<file path="src/rtl/alu_mux_sequencer.sv">
// -----------------------------------------------------------------------------
// alu_mux_sequencer
//
// Upstream control/capture stage for the 16-bit 4:1 ALU result mux.
// One operation (select code plus four operands) is accepted, then driven
// onto the mux operand buses and selects. Those drives are held stable for
// SETTLE cycles so the adiabatic mux chain can settle. The mux output is then
// captured into a result register and returned through a second handshake.
//
// Handshakes (both sides): a transfer happens on a rising clkpos edge where
// valid && ready are both high. A producer holds valid and its payload until
// that edge. in_valid seen while in_ready is low is ignored, not queued.
// res_valid stays high, and res_data stays stable, until res_ready is seen.
//
// Parameters:
//   WIDTH   operand/result width; must match the mux bus width
//   SETTLE  cycles the mux inputs are held before capture (>= 1)
//
// Ports:
//   clkpos              single clock, rising edge
//   rst                 synchronous, active-high reset
//   in_valid/in_ready   operation handshake (in_ready high only in IDLE)
//   in_sel              operand select: 0->a, 1->b, 2->c, 3->d
//   in_a..in_d          operands, sampled on accept
//   mux_a..mux_d        registered operand drives to the mux
//   mux_in0/mux_in1     registered select LSB/MSB
//   mux_out             mux result, sampled at capture
//   res_valid/res_ready result handshake
//   res_data            captured result
//   busy                high while an operation is in HOLD or DONE
//   res_zero            (only with ALU_MUX_SEQ_ZFLAG_EN) captured result == 0
//   dbg_state           current FSM state, for observation
//
// Optional feature macro: ALU_MUX_SEQ_ZFLAG_EN adds the res_zero output.
// -----------------------------------------------------------------------------
module alu_mux_sequencer #(
    parameter int WIDTH  = 16,
    parameter int SETTLE = 4
) (
    input  logic             clkpos,
    input  logic             rst,
    input  logic             in_valid,
    output logic             in_ready,
    input  logic [1:0]       in_sel,
    input  logic [WIDTH-1:0] in_a,
    input  logic [WIDTH-1:0] in_b,
    input  logic [WIDTH-1:0] in_c,
    input  logic [WIDTH-1:0] in_d,
    output logic [WIDTH-1:0] mux_a,
    output logic [WIDTH-1:0] mux_b,
    output logic [WIDTH-1:0] mux_c,
    output logic [WIDTH-1:0] mux_d,
    output logic             mux_in0,
    output logic             mux_in1,
    input  logic [WIDTH-1:0] mux_out,
    output logic             res_valid,
    input  logic             res_ready,
    output logic [WIDTH-1:0] res_data,
    output logic             busy,
`ifdef ALU_MUX_SEQ_ZFLAG_EN
    output logic             res_zero,
`endif
    output logic [1:0]       dbg_state
);

    localparam int CNT_W = $clog2(SETTLE + 1);

    typedef enum logic [1:0] {
        IDLE = 2'd0,
        HOLD = 2'd1,
        DONE = 2'd2
    } state_t;

    state_t             state;
    state_t             state_nxt;
    logic [CNT_W-1:0]   cnt;
    logic               accept;
    logic               capture;
    logic               release_res;

    assign accept      = in_valid && (state == IDLE);
    assign capture     = (state == HOLD) && (cnt == '0);
    assign release_res = (state == DONE) && res_ready;

    assign in_ready  = (state == IDLE);
    assign busy      = (state != IDLE);
    assign dbg_state = state;

    // State register.
    always_ff @(posedge clkpos) begin
        if (rst) begin
            state <= IDLE;
        end else begin
            state <= state_nxt;
        end
    end

    // Next-state logic.
    always_comb begin
        state_nxt = state;
        case (state)
            IDLE:    if (in_valid)     state_nxt = HOLD;
            HOLD:    if (cnt == '0)    state_nxt = DONE;
            DONE:    if (res_ready)    state_nxt = IDLE;
            default:                   state_nxt = IDLE;
        endcase
    end

    // Datapath. The mux drives are only ever loaded on accept, so they keep
    // their last values through DONE and IDLE and the mux chain sees no
    // transitions between operations.
    always_ff @(posedge clkpos) begin
        if (rst) begin
            mux_a     <= '0;
            mux_b     <= '0;
            mux_c     <= '0;
            mux_d     <= '0;
            mux_in0   <= 1'b0;
            mux_in1   <= 1'b0;
            cnt       <= '0;
            res_valid <= 1'b0;
            res_data  <= '0;
        end else begin
            if (accept) begin
                mux_a   <= in_a;
                mux_b   <= in_b;
                mux_c   <= in_c;
                mux_d   <= in_d;
                mux_in0 <= in_sel[0];
                mux_in1 <= in_sel[1];
                // Counting SETTLE-1 down to 0 puts the capture edge exactly
                // SETTLE edges after the accept edge.
                cnt     <= CNT_W'(SETTLE - 1);
            end else if ((state == HOLD) && (cnt != '0)) begin
                cnt <= cnt - CNT_W'(1);
            end

            if (capture) begin
                res_data  <= mux_out;
                res_valid <= 1'b1;
            end else if (release_res) begin
                res_valid <= 1'b0;
            end
        end
    end

`ifdef ALU_MUX_SEQ_ZFLAG_EN
    // Zero flag travels with res_data: same load edge, same hold.
    always_ff @(posedge clkpos) begin
        if (rst) begin
            res_zero <= 1'b0;
        end else if (capture) begin
            res_zero <= (mux_out == '0);
        end
    end
`endif

endmodule

</file>
<file path="config.mk">
export PLATFORM = sky130hd
export DESIGN_NAME = alu_mux_sequencer
export DESIGN_NICKNAME = d
export VERILOG_FILES = /design/src/rtl/alu_mux_sequencer.sv
export SDC_FILE = /design/constraint.sdc
export NUM_CORES = 1
export LEC_CHECK = 0
export ABC_AREA = 1
export BUFFER_PORTS_ARGS = -buffer_cell sky130_fd_sc_hd__buf_4
export CORE_ASPECT_RATIO = 1.1
export CORE_UTILIZATION = 36
export CTS_CLUSTER_DIAMETER = 200
export DETAILED_ROUTE_END_ITERATION = 16
export HOLD_SLACK_MARGIN = 0.12
export PLACE_DENSITY_LB_ADDON = 0.08
export SYNTH_ARGS = -nofsm -noshare
export SYNTH_HDL_FRONTEND = slang
export SYNTH_SLANG_ARGS = --single-unit
</file>
<file path="constraint.sdc">
create_clock -name clkpos -period 1.2 [get_ports clkpos]
set_input_delay 0.24 -clock clkpos [delete_from_list [all_inputs] [get_ports clkpos]]
set_output_delay 0.24 -clock clkpos [all_outputs]
set_load 0.02 [all_outputs]
</file>
# After elaboration in Yosys (flattened, before gate mapping)
# Cells that the tools add are included.
[totals]
regBits = 88
input_bits = 86
out_inout_bits = 87
wordCells = 37
[classes]
n_addsub = 1
n_eq_ne = 5
mux = 8
reduce_logical = 12
[ops]
columns = ["op", "n"]
rows = [
  ["2-bit two-way mux", 5],
  ["2-bit inequality test, second input constant", 3],
  ["2-bit one-hot mux with 3 select lines", 1],
  ["2-bit nonzero test", 3],
  ["1-bit logical AND", 4],
  ["3-bit logical NOT", 1],
  ["3-bit AND reduction", 1],
  ["3-bit nonzero test", 1],
  ["3-bit by 1-bit subtractor with 3-bit output, second input constant", 1],
  ["2-bit by 1-bit equality test with 1-bit output, second input constant", 1],
  ["2-bit equality test, second input constant", 1],
  ["2-bit logical NOT", 1],
  ["1-bit two-way mux", 2],
  ["2-bit OR reduction", 1],
]

# Depth between registers and ports, before layout
[logic_depth]
depth_word = 4
depth_mapped = 10
mapped_depth_nobuf = 8

# Worst setup path before layout
# OpenSTA, ideal clock, no wires.
[synth_timing]
kind = "register to register"
startpoint = "register state[1], in the netlist dbg_state[1]"
endpoint = "register mux_a[10]"
setup_ns = 0.116
arrival_time_ns = 1.200
t_required_ns = 1.084
slack_ns = -0.116
path_stages_with_launch = 8
path_buffers = 2
synth_period_minus_slack_ns = 1.316
cell_sequence = "dfxtp_1 > nor2_4 > nand2_4 > inv_2 > buf_6 > buf_6 > nor2_1 > nor2_1"
[synth_via]
elab_chain_cells = 2
[synth_rtl]
columns = ["item", "line_no", "source"]
rows = [
  ["start, declared", "74", "state_t state;"],
  ["start signal, assigned", "94", "state <= state_nxt;"],
  ["2-bit logical NOT", "n/a", ""],
  ["via in_ready", "43", "output logic in_ready,"],
  ["1-bit logical AND", "81", "assign accept = in_valid && (state == IDLE);"],
  ["end signal, assigned", "125", "mux_a <= in_a;"],
  ["end, declared", "49", "output logic [WIDTH-1:0] mux_a,"],
]
# The timed path passes the listed nets, and every way through them passes these cells.
# A chain may end at the register's enable or synchronous reset.

# Worst setup path after layout
[layout_timing]
startpoint = "register state[1], in the netlist dbg_state[1]"
endpoint = "output busy"
[layout_via]
elab_chain_cells = 1
[layout_rtl]
columns = ["item", "line_no", "source"]
rows = [
  ["2-bit nonzero test", "86", "assign busy = (state != IDLE);"],
  ["end, declared", "59", "output logic busy,"],
]
# No other way between the ends.

==> results.ini <==
[finish]
finalInstanceArea_um2=5580
fillers=731
final_nets=705
antenna_cells=0
final_common_cell=buf_4
multi_input_area_um2=1340
final_cell_mix=172 x buf_4, 159 x nor2_1, 84 x dfxtp_1
area_delta_synth_final_pct=76.7
postLayoutCoreUtil=0.660
drive_gt1_frac=0.415
regArea_um2=1770

[die]
die_w_um=91.3
core_area_um2=8450
die_height_um=100
initial_utilization=0.374
die_area_um2=9150
rows=35
num_io_pins=173

[cts]
cts_buffers=9
htreeDepth=3
root_buffer=clkbuf_8
cts_tree=built
clk_latency_ps=350
clk_pin_slew_worst_paths_ps=80
cts_sinks=88
clock_path_buffers=2

[grt]
grt_pass1_wl_um=13900
overflow=0
track_usage=0.193
grt_max_degree=50
antenna_found_initial=0
grt_pass1_vias=2950

[power_and_ir_drop]
p_sw_frac=0.309
p_per_area_nw_per_um2=1410
pwr-share-clk=0.260
seq_power_share=0.432
vdd_ir_drop_max_uv=851
intPower_mw=5.42
switching_power_mw=2.43
p_leak_nw=2.61
p_comb_frac=0.308
finalPower_mw=7.85

[yosys]
synthCells=400
yosys.area.top_type=dfxtp_1
synth_flop_cell=dfxtp_1
synthArstFlopShare=0
synth.avg_cell_area_um2=7.90
yosys_warnings=0
yosysSeqAreaShare=0.558
synth_edf_count=0
synthesis.area_um2=3160
yosys_register_bits=88
synth_area_leaders=dfxtp_1 56%, nor2_1 20%, o21ai_0 13%
synth_top_area_share=0.558
ys_types=19
syn_nets=488

[placed_design]
place_area_um2=4630
hpwl_um=5830
gp_congestion=0.704
portBuffers=172

[drt]
first_pass_iters=4
drc=0
vias=3328
drtIter0Drc=75
viasPerCell=4.55
wire_per_inst_um=13.3
ant_nets=0
wirelength_um=9730

[min_path]
min_from=in_c[12]
hold_path_depth=3
hold_path_class=in -> reg
min_to=mux_c[12]$_SDFFE_PP0P_

[timing]
report.final.slew_viol_count=0
worst_pin_slew_ps=207
finalWorstSetupSlack_ps=-98.0
grt_setup_unrepaired=true
slew_headroom=0.862
period_needed_ps=1300
finalCritPeriodShare=1.08
setup_viol=66
hold_violations=0
skew_ps=10.2
setup_tns_ps=-2130
timing.fmax_mhz=770

[critical_path]
critPathRequiredTime_ps=960
reg2regPathDepth=6
reg2reg_slack_ps=-80
crit_type=reg -> out
worst_setup_path_start_kind=flop
r2r-end=mux_b[10]$_SDFFE_PP0P_
reg2reg_from=dbg_state[1]$_SDFFE_PP0P_
crit_path_end_kind=output pin
worstPathArrival_ps=1060
cp_max_fo=2

[outcome]
outcome=complete, but fails checks
violations=negative setup slack

[job]
drv_cap=0

[Yosys cell counts (2+ instances only)]
library cell,number
nand2_1,9
a21oi_1,4
ha_1,2
nor2_4,2
buf_6,7
clkbuf_1,12
inv_2,2
nand3_1,6
inv_1,8
buf_2,5
o21ai_0,82
nor2_1,167
dfxtp_1,88
[metal layers]
metal / global-route usage / up-vias / share of wire
met4: 0.0769 / 0 / 0.013
li1: - / 1715 / -
met3: 0.0598 / 9 / 0.059
met2: 0.342 / 105 / 0.52
met5: 0 / - / 0
met1: 0.216 / 1499 / 0.40
[sequential cells by signal, summed over array words and instances (netlist names)]
| signal | count |
|---|---|
| res_data | 16 |
| cnt | 3 |
| mux_a | 16 |
| mux_in1 | 1 |
| res_valid | 1 |
| mux_d | 16 |
| dbg_state | 2 |
| mux_in0 | 1 |
| mux_b | 16 |
| mux_c | 16 |
[worst max-delay path by stage]
stage / endpoint / cells past startpoint / startpoint
after floorplan: res_data[10]$_SDFFE_PP0P_ / 10 / cnt[1]$_SDFFE_PP0P_
after global placement: res_data[3]$_SDFFE_PP0P_ / 8 / cnt[1]$_SDFFE_PP0P_
after detailed placement: res_data[2]$_SDFFE_PP0P_ / 8 / cnt[1]$_SDFFE_PP0P_
after CTS: busy / 4 / dbg_state[0]$_SDFFE_PP0P_
after global routing: busy / 4 / dbg_state[1]$_SDFFE_PP0P_
final: busy / 4 / dbg_state[1]$_SDFFE_PP0P_
[power groups by stage]
stage / registers, mW / logic [mW] / clock network, mW
4_1_cts: 3.39 / 2.18 / 2.11
3_3_place_gp: 3.44 / 1.93 / 0
5_1_grt: 3.43 / 2.61 / 2.24
6_report: 3.39 / 2.42 / 2.04
3_5_place_dp: 3.46 / 1.95 / 0
2_1_floorplan: 3.81 / 0.704 / 0
[cell type report]
| class | count | area share |
|---|---|---|
| timing repair inverter | 2 | 0.00269 |
| tap | 111 | 0.0249 |
| clock inverter | 4 | 0.00964 |
| inverter | 11 | 0.0121 |
| sequential | 88 | 0.317 |
| timing repair buffer | 228 | 0.368 |
| multi-input combinational | 277 | 0.240 |
| clock buffer | 11 | 0.0253 |
[worst max-delay path, stage by stage (launching register included)]
cell and delay [ps]:
dfxtp_4 360, nor2_4 110, buf_6 100, inv_2 30, buf_6 110
[metrics by stage]
step	hold slack (ps)	std cells	worst slack, ps
6_report	120	732	-98.0
4_1_cts	120	715	-118
3_5_place_dp	444	670	-21.9
5_1_grt	121	732	-156
2_1_floorplan	299	400	-5.23
3_3_place_gp	440	670	9.62
[timing repair]
action / CTS / global route
cloned: 3 / 11
setup endpoints to repair: 18 / 90
buffers inserted: 3 / 0
resized for setup: 31 / 77
endpoints found under the hold margin: 27 / 6
pin swaps: 3 / 4
hold buffers: 24 / 6
[kinds of logic (layout without fill, tap and decap cells)]
| group | count (synthesis) | count (layout) | synth area share |
|---|---|---|---|
| simple gates | 187 | 189 | 0.234 |
| fa+ha+maj | 2 | 2 | 0.00792 |
| flops | 88 | 88 | 0.558 |
| buf+inv | 37 | 256 | 0.0646 |
| compound gates | 86 | 86 | 0.136 |
No activity file was read; power rests on OpenSTA's default activity.
